[config.mk]
export PLATFORM = sky130hd
export DESIGN_NAME = or_reduce_pipe
export DESIGN_NICKNAME = d
export VERILOG_FILES = /design/src/rtl/or_reduce_pipe.sv
export SDC_FILE = /design/constraint.sdc
export NUM_CORES = 1
export LEC_CHECK = 0
export ABC_AREA = 1
export CAP_MARGIN = 20
export CORE_AREA = 2 2 44 46
export CTS_CLUSTER_SIZE = 16
export DETAILED_ROUTE_END_ITERATION = 16
export DIE_AREA = 0 0 46 48
export PLACE_DENSITY = 0.8
export SETUP_SLACK_MARGIN = 0.02
export SYNTH_ARGS = -nofsm -noshare
export SYNTH_HDL_FRONTEND = slang
export SYNTH_SLANG_ARGS = --single-unit
[constraint.sdc]
create_clock -name CLK -period 1.2 [get_ports CLK]
set_clock_uncertainty 0.05 [all_clocks]
set_input_delay 0.24 -clock CLK [delete_from_list [all_inputs] [get_ports CLK]]
set_output_delay 0.24 -clock CLK [all_outputs]
set_load 0.05 [all_outputs]
[src/rtl/or_reduce_pipe.sv]
// Masked WIDTH-input OR reduction built as a FANIN-ary tree, optionally registered per level, with sticky mode.
// Latency max(1,D) cycles when PIPE=1, else 1; accepts one sample every cycle and never stalls.
module or_reduce_pipe #(
    parameter int WIDTH  = 16,
    parameter int FANIN  = 2,
    parameter int PIPE   = 1,
    parameter int STICKY = 0
) (
    input  logic             CLK,
    input  logic             RN,
    input  logic [WIDTH-1:0] A,
    input  logic [WIDTH-1:0] M,
    input  logic             V,
    input  logic             CLR,
    output logic             Y,
    output logic             YV
);

    function automatic int calc_depth(input int w, input int f);
        int n;
        int d;
        n = w;
        d = 0;
        while (n > 1) begin
            n = (n + f - 1) / f;
            d = d + 1;
        end
        return d;
    endfunction

    localparam int D  = calc_depth(WIDTH, FANIN);
    localparam int NL = D + 1;
    localparam int L  = (PIPE != 0 && D > 1) ? D : 1;

    // lvl[k] holds the OR outputs of tree level k, zero above that level's width
    logic [WIDTH-1:0] lvl     [NL];
    logic [WIDTH-1:0] stage_d [NL];
    logic [WIDTH-1:0] stage_q [NL];
    logic [L-1:0]     vld_d;
    logic [L-1:0]     vld_q;
    logic             y_d;
    logic             y_q;
    logic             end_or;
    logic             end_vld;
    logic [WIDTH-1:0] src;
    int               idx;

    always_comb begin
        for (int k = 0; k < NL; k++) begin
            lvl[k]     = '0;
            stage_d[k] = '0;
        end
        src    = '0;
        idx    = 0;
        lvl[0] = A & M;
        for (int k = 1; k < NL; k++) begin
            // With PIPE, the final level is left unregistered: it feeds the output flop directly
            src = (PIPE != 0 && k > 1) ? stage_q[k-1] : lvl[k-1];
            for (int j = 0; j < WIDTH; j++) begin
                for (int f = 0; f < FANIN; f++) begin
                    idx = j * FANIN + f;
                    if (idx < WIDTH) begin
                        lvl[k][j] = lvl[k][j] | src[idx];
                    end
                end
            end
            stage_d[k] = lvl[k];
        end
        end_or = lvl[D][0];

        vld_d    = vld_q;
        vld_d[0] = V;
        for (int i = 1; i < L; i++) begin
            vld_d[i] = vld_q[i-1];
        end
        end_vld = vld_d[L-1];

        y_d = y_q;
        if (STICKY != 0) begin
            // A valid set outranks a concurrent clear so an event is never dropped
            if (end_vld && end_or) begin
                y_d = 1'b1;
            end else if (CLR) begin
                y_d = 1'b0;
            end
        end else if (end_vld) begin
            y_d = end_or;
        end
    end

    always_ff @(posedge CLK) begin
        if (!RN) begin
            for (int k = 0; k < NL; k++) begin
                stage_q[k] <= '0;
            end
            vld_q <= '0;
            y_q   <= 1'b0;
        end else begin
            for (int k = 0; k < NL; k++) begin
                stage_q[k] <= stage_d[k];
            end
            vld_q <= vld_d;
            y_q   <= y_d;
        end
    end

    assign Y  = y_q;
    assign YV = vld_q[L-1];

endmodule

==> results.json <==
{
  "fin_area_sq_um": 1030,
  "dr.first_iter.drc_count": 7,
  "clockBufferDepth": 2,
  "netlist_area_sq_um": 606,
  "die_area_sq_um": 2210,
  "regToRegSetupSlack_ns": 0.47,
  "cts_made_buffers": 3,
  "wire_per_inst_microns": 9.35,
  "grt_max_degree": 15,
  "worstHoldEndpoint": "vld_q[2]",
  "ctsResizeCount": 0,
  "cts_root_buf": "clkbuf_4",
  "cts_tree": "yes",
  "drive_gt1_share_pct": 10.0,
  "ir_worst_vdd_mv": 0.570,
  "min_delay_path_depth": 2,
  "worstSkewPairLatency_ns": 0.30,
  "io_buffers": 36,
  "htreeDepth": 1,
  "cts.clk_slew.worst_paths_ns": 0.09,
  "rr_endpoint": "Y",
  "power_mw": 1.17,
  "grt_pass1_wl_microns": 1980,
  "num_rows": 15,
  "tightest_slew_ns": 0.270,
  "crit_buf_inv": 1,
  "antenna_found_initial": 0,
  "crit_fanout": 2,
  "synth-seq-cells": 19,
  "vias_per_cell": 4.29,
  "antennaDiodeCount": 0,
  "timing.rr.start": "Y",
  "nets": 147,
  "ys_warn_count": 0,
  "final_cell_mix": "34 x clkdlybuf4s50_1, 21 x nand2_1, 19 x dfxtp_1",
  "fillers": 144,
  "finalHoldViolCount": 0,
  "cp-start-kind": "flip-flop",
  "overflow": 0,
  "max_stage_delay_ns": 0.39,
  "avgSynthCellArea_sq_um": 8.65,
  "first_pass_iters": 3,
  "num_io_pins": 38,
  "layout_commonest_cell": "clkdlybuf4s50_1",
  "grt_usage_pct": 13.5,
  "die_width_microns": 46,
  "cap_violations": 0,
  "syn2layout_area_growth_pct": 70.0,
  "hp-class": "flip-flop to flip-flop",
  "ctsHoldBuffers": 0,
  "ff2ff_path_depth": 2,
  "vias": 545,
  "cellLeakagePower_nw": 0.449,
  "hp-start": "vld_q[1]",
  "min_period_ns": 1.13,
  "grt_pass1_vias": 517,
  "worst_ep_required_time_ns": 0.91,
  "drt_wl_total_microns": 1190,
  "cp_slowest_cell": "dfxtp_1",
  "start_util_pct": 35.9,
  "place_area_sq_um": 1000,
  "max_freq_mhz": 886,
  "slew_headroom_pct": 82.0,
  "worstSetupPathType": "flip-flop to primary output",
  "rsz0062_at_grt": "no",
  "ant_nets": 0,
  "worstPathCellList": "buf_12",
  "drcViolationCount": 0,
  "ys_seq_area_share_pct": 62.8,
  "setup_violations": 0,
  "pre_cts_ws_ns": 0.00481,
  "cts_setup_buffers": 0,
  "timing.final.crit_share_pct": 94.0,
  "synthCells": 70,
  "gp_congestion": 0.675,
  "setup_slack_ns": 0.0718,
  "startpoint": "Y",
  "synth_fp_nets": 106,
  "yosysUniqueCellTypes": 9,
  "clock_sinks": 19,
  "tns_ns": 0,
  "end_kind": "primary output",
  "status": "finished, final reports clean",
  "cp.arrival_ns": 0.84,
  "critPathTopFamily": "flip-flops",
  "cellPowerDensity_nw_per_um2": 1140,
  "report.final.slew_viol_count": 0,
  "die_height_microns": 48,
  "coreArea_sq_um": 1690
}
## routing by layer
| layer | GRT usage, % | share of wire [%] |
|---|---|---|
| met3 | 6.04 | 6.4 |
| met5 | 0 | 0 |
| met4 | 8.57 | 2.1 |
| met1 | 10.7 | 31 |
| met2 | 26.1 | 60 |
## report_power, final
group	internal (mW)	leakage (nW)	switching, mW
registers	0.667	0.157	0.0110
clock network	0.130	0.0150	0.181
logic	0.126	0.277	0.0545
## final cells by class
type,instances,area (sq um),share of cell area [%]
clock buffer,4,26.3,2.55
inverter,6,22.5,2.19
multi-input combinational,44,191,18.6
sequential,19,380,36.9
tap,17,21.3,2.07
timing repair buffer,37,388,37.7
## Yosys cell counts, drive strengths merged
cell   number  area share [%]
a21oi       8             9.1
nand2      21              13
nor2       14             8.7
inv         6             3.7
buf         1             1.9
dfxtp      19              63
o21ai       1            0.83
## sequential cells by signal, summed over array words and instances, names as in the netlist
name and flops:
Y 1, stage_q 14, vld_q 4
## worst max path at each step
stage                      to  slack, ns  depth (start not counted)
6_report                    Y       0.07                          1
4_1_cts                     Y       0.05                          1
3_5_place_dp   stage_q[0][16]      0.005                          3
2_1_floorplan               Y       0.23                          2
5_1_grt                     Y       0.02                          1
3_3_place_gp   stage_q[0][17]       0.01                          3
## kinds of logic (layout without fill, tap and decap cells)
kind of cell / Yosys count / count (layout) / share of synthesized area (%)
AOI/OAI and AO/OA: 9 / 9 / 9.92
buffers and inverters: 7 / 47 / 5.58
DFF: 19 / 19 / 62.8
and+or+nand+nor: 35 / 35 / 21.7
## metrics by stage
stage / util (%) / hold slack [ns] / cells
after global placement: 59.4 / 0.348 / 123
after global routing: 61.0 / 0.393 / 127
after detailed placement: 59.4 / 0.351 / 123
after floorplan: - / 0.283 / 70
after CTS: 61.0 / 0.374 / 127
final: 61.0 / 0.370 / 127
(Power assumes the default switching activity.)
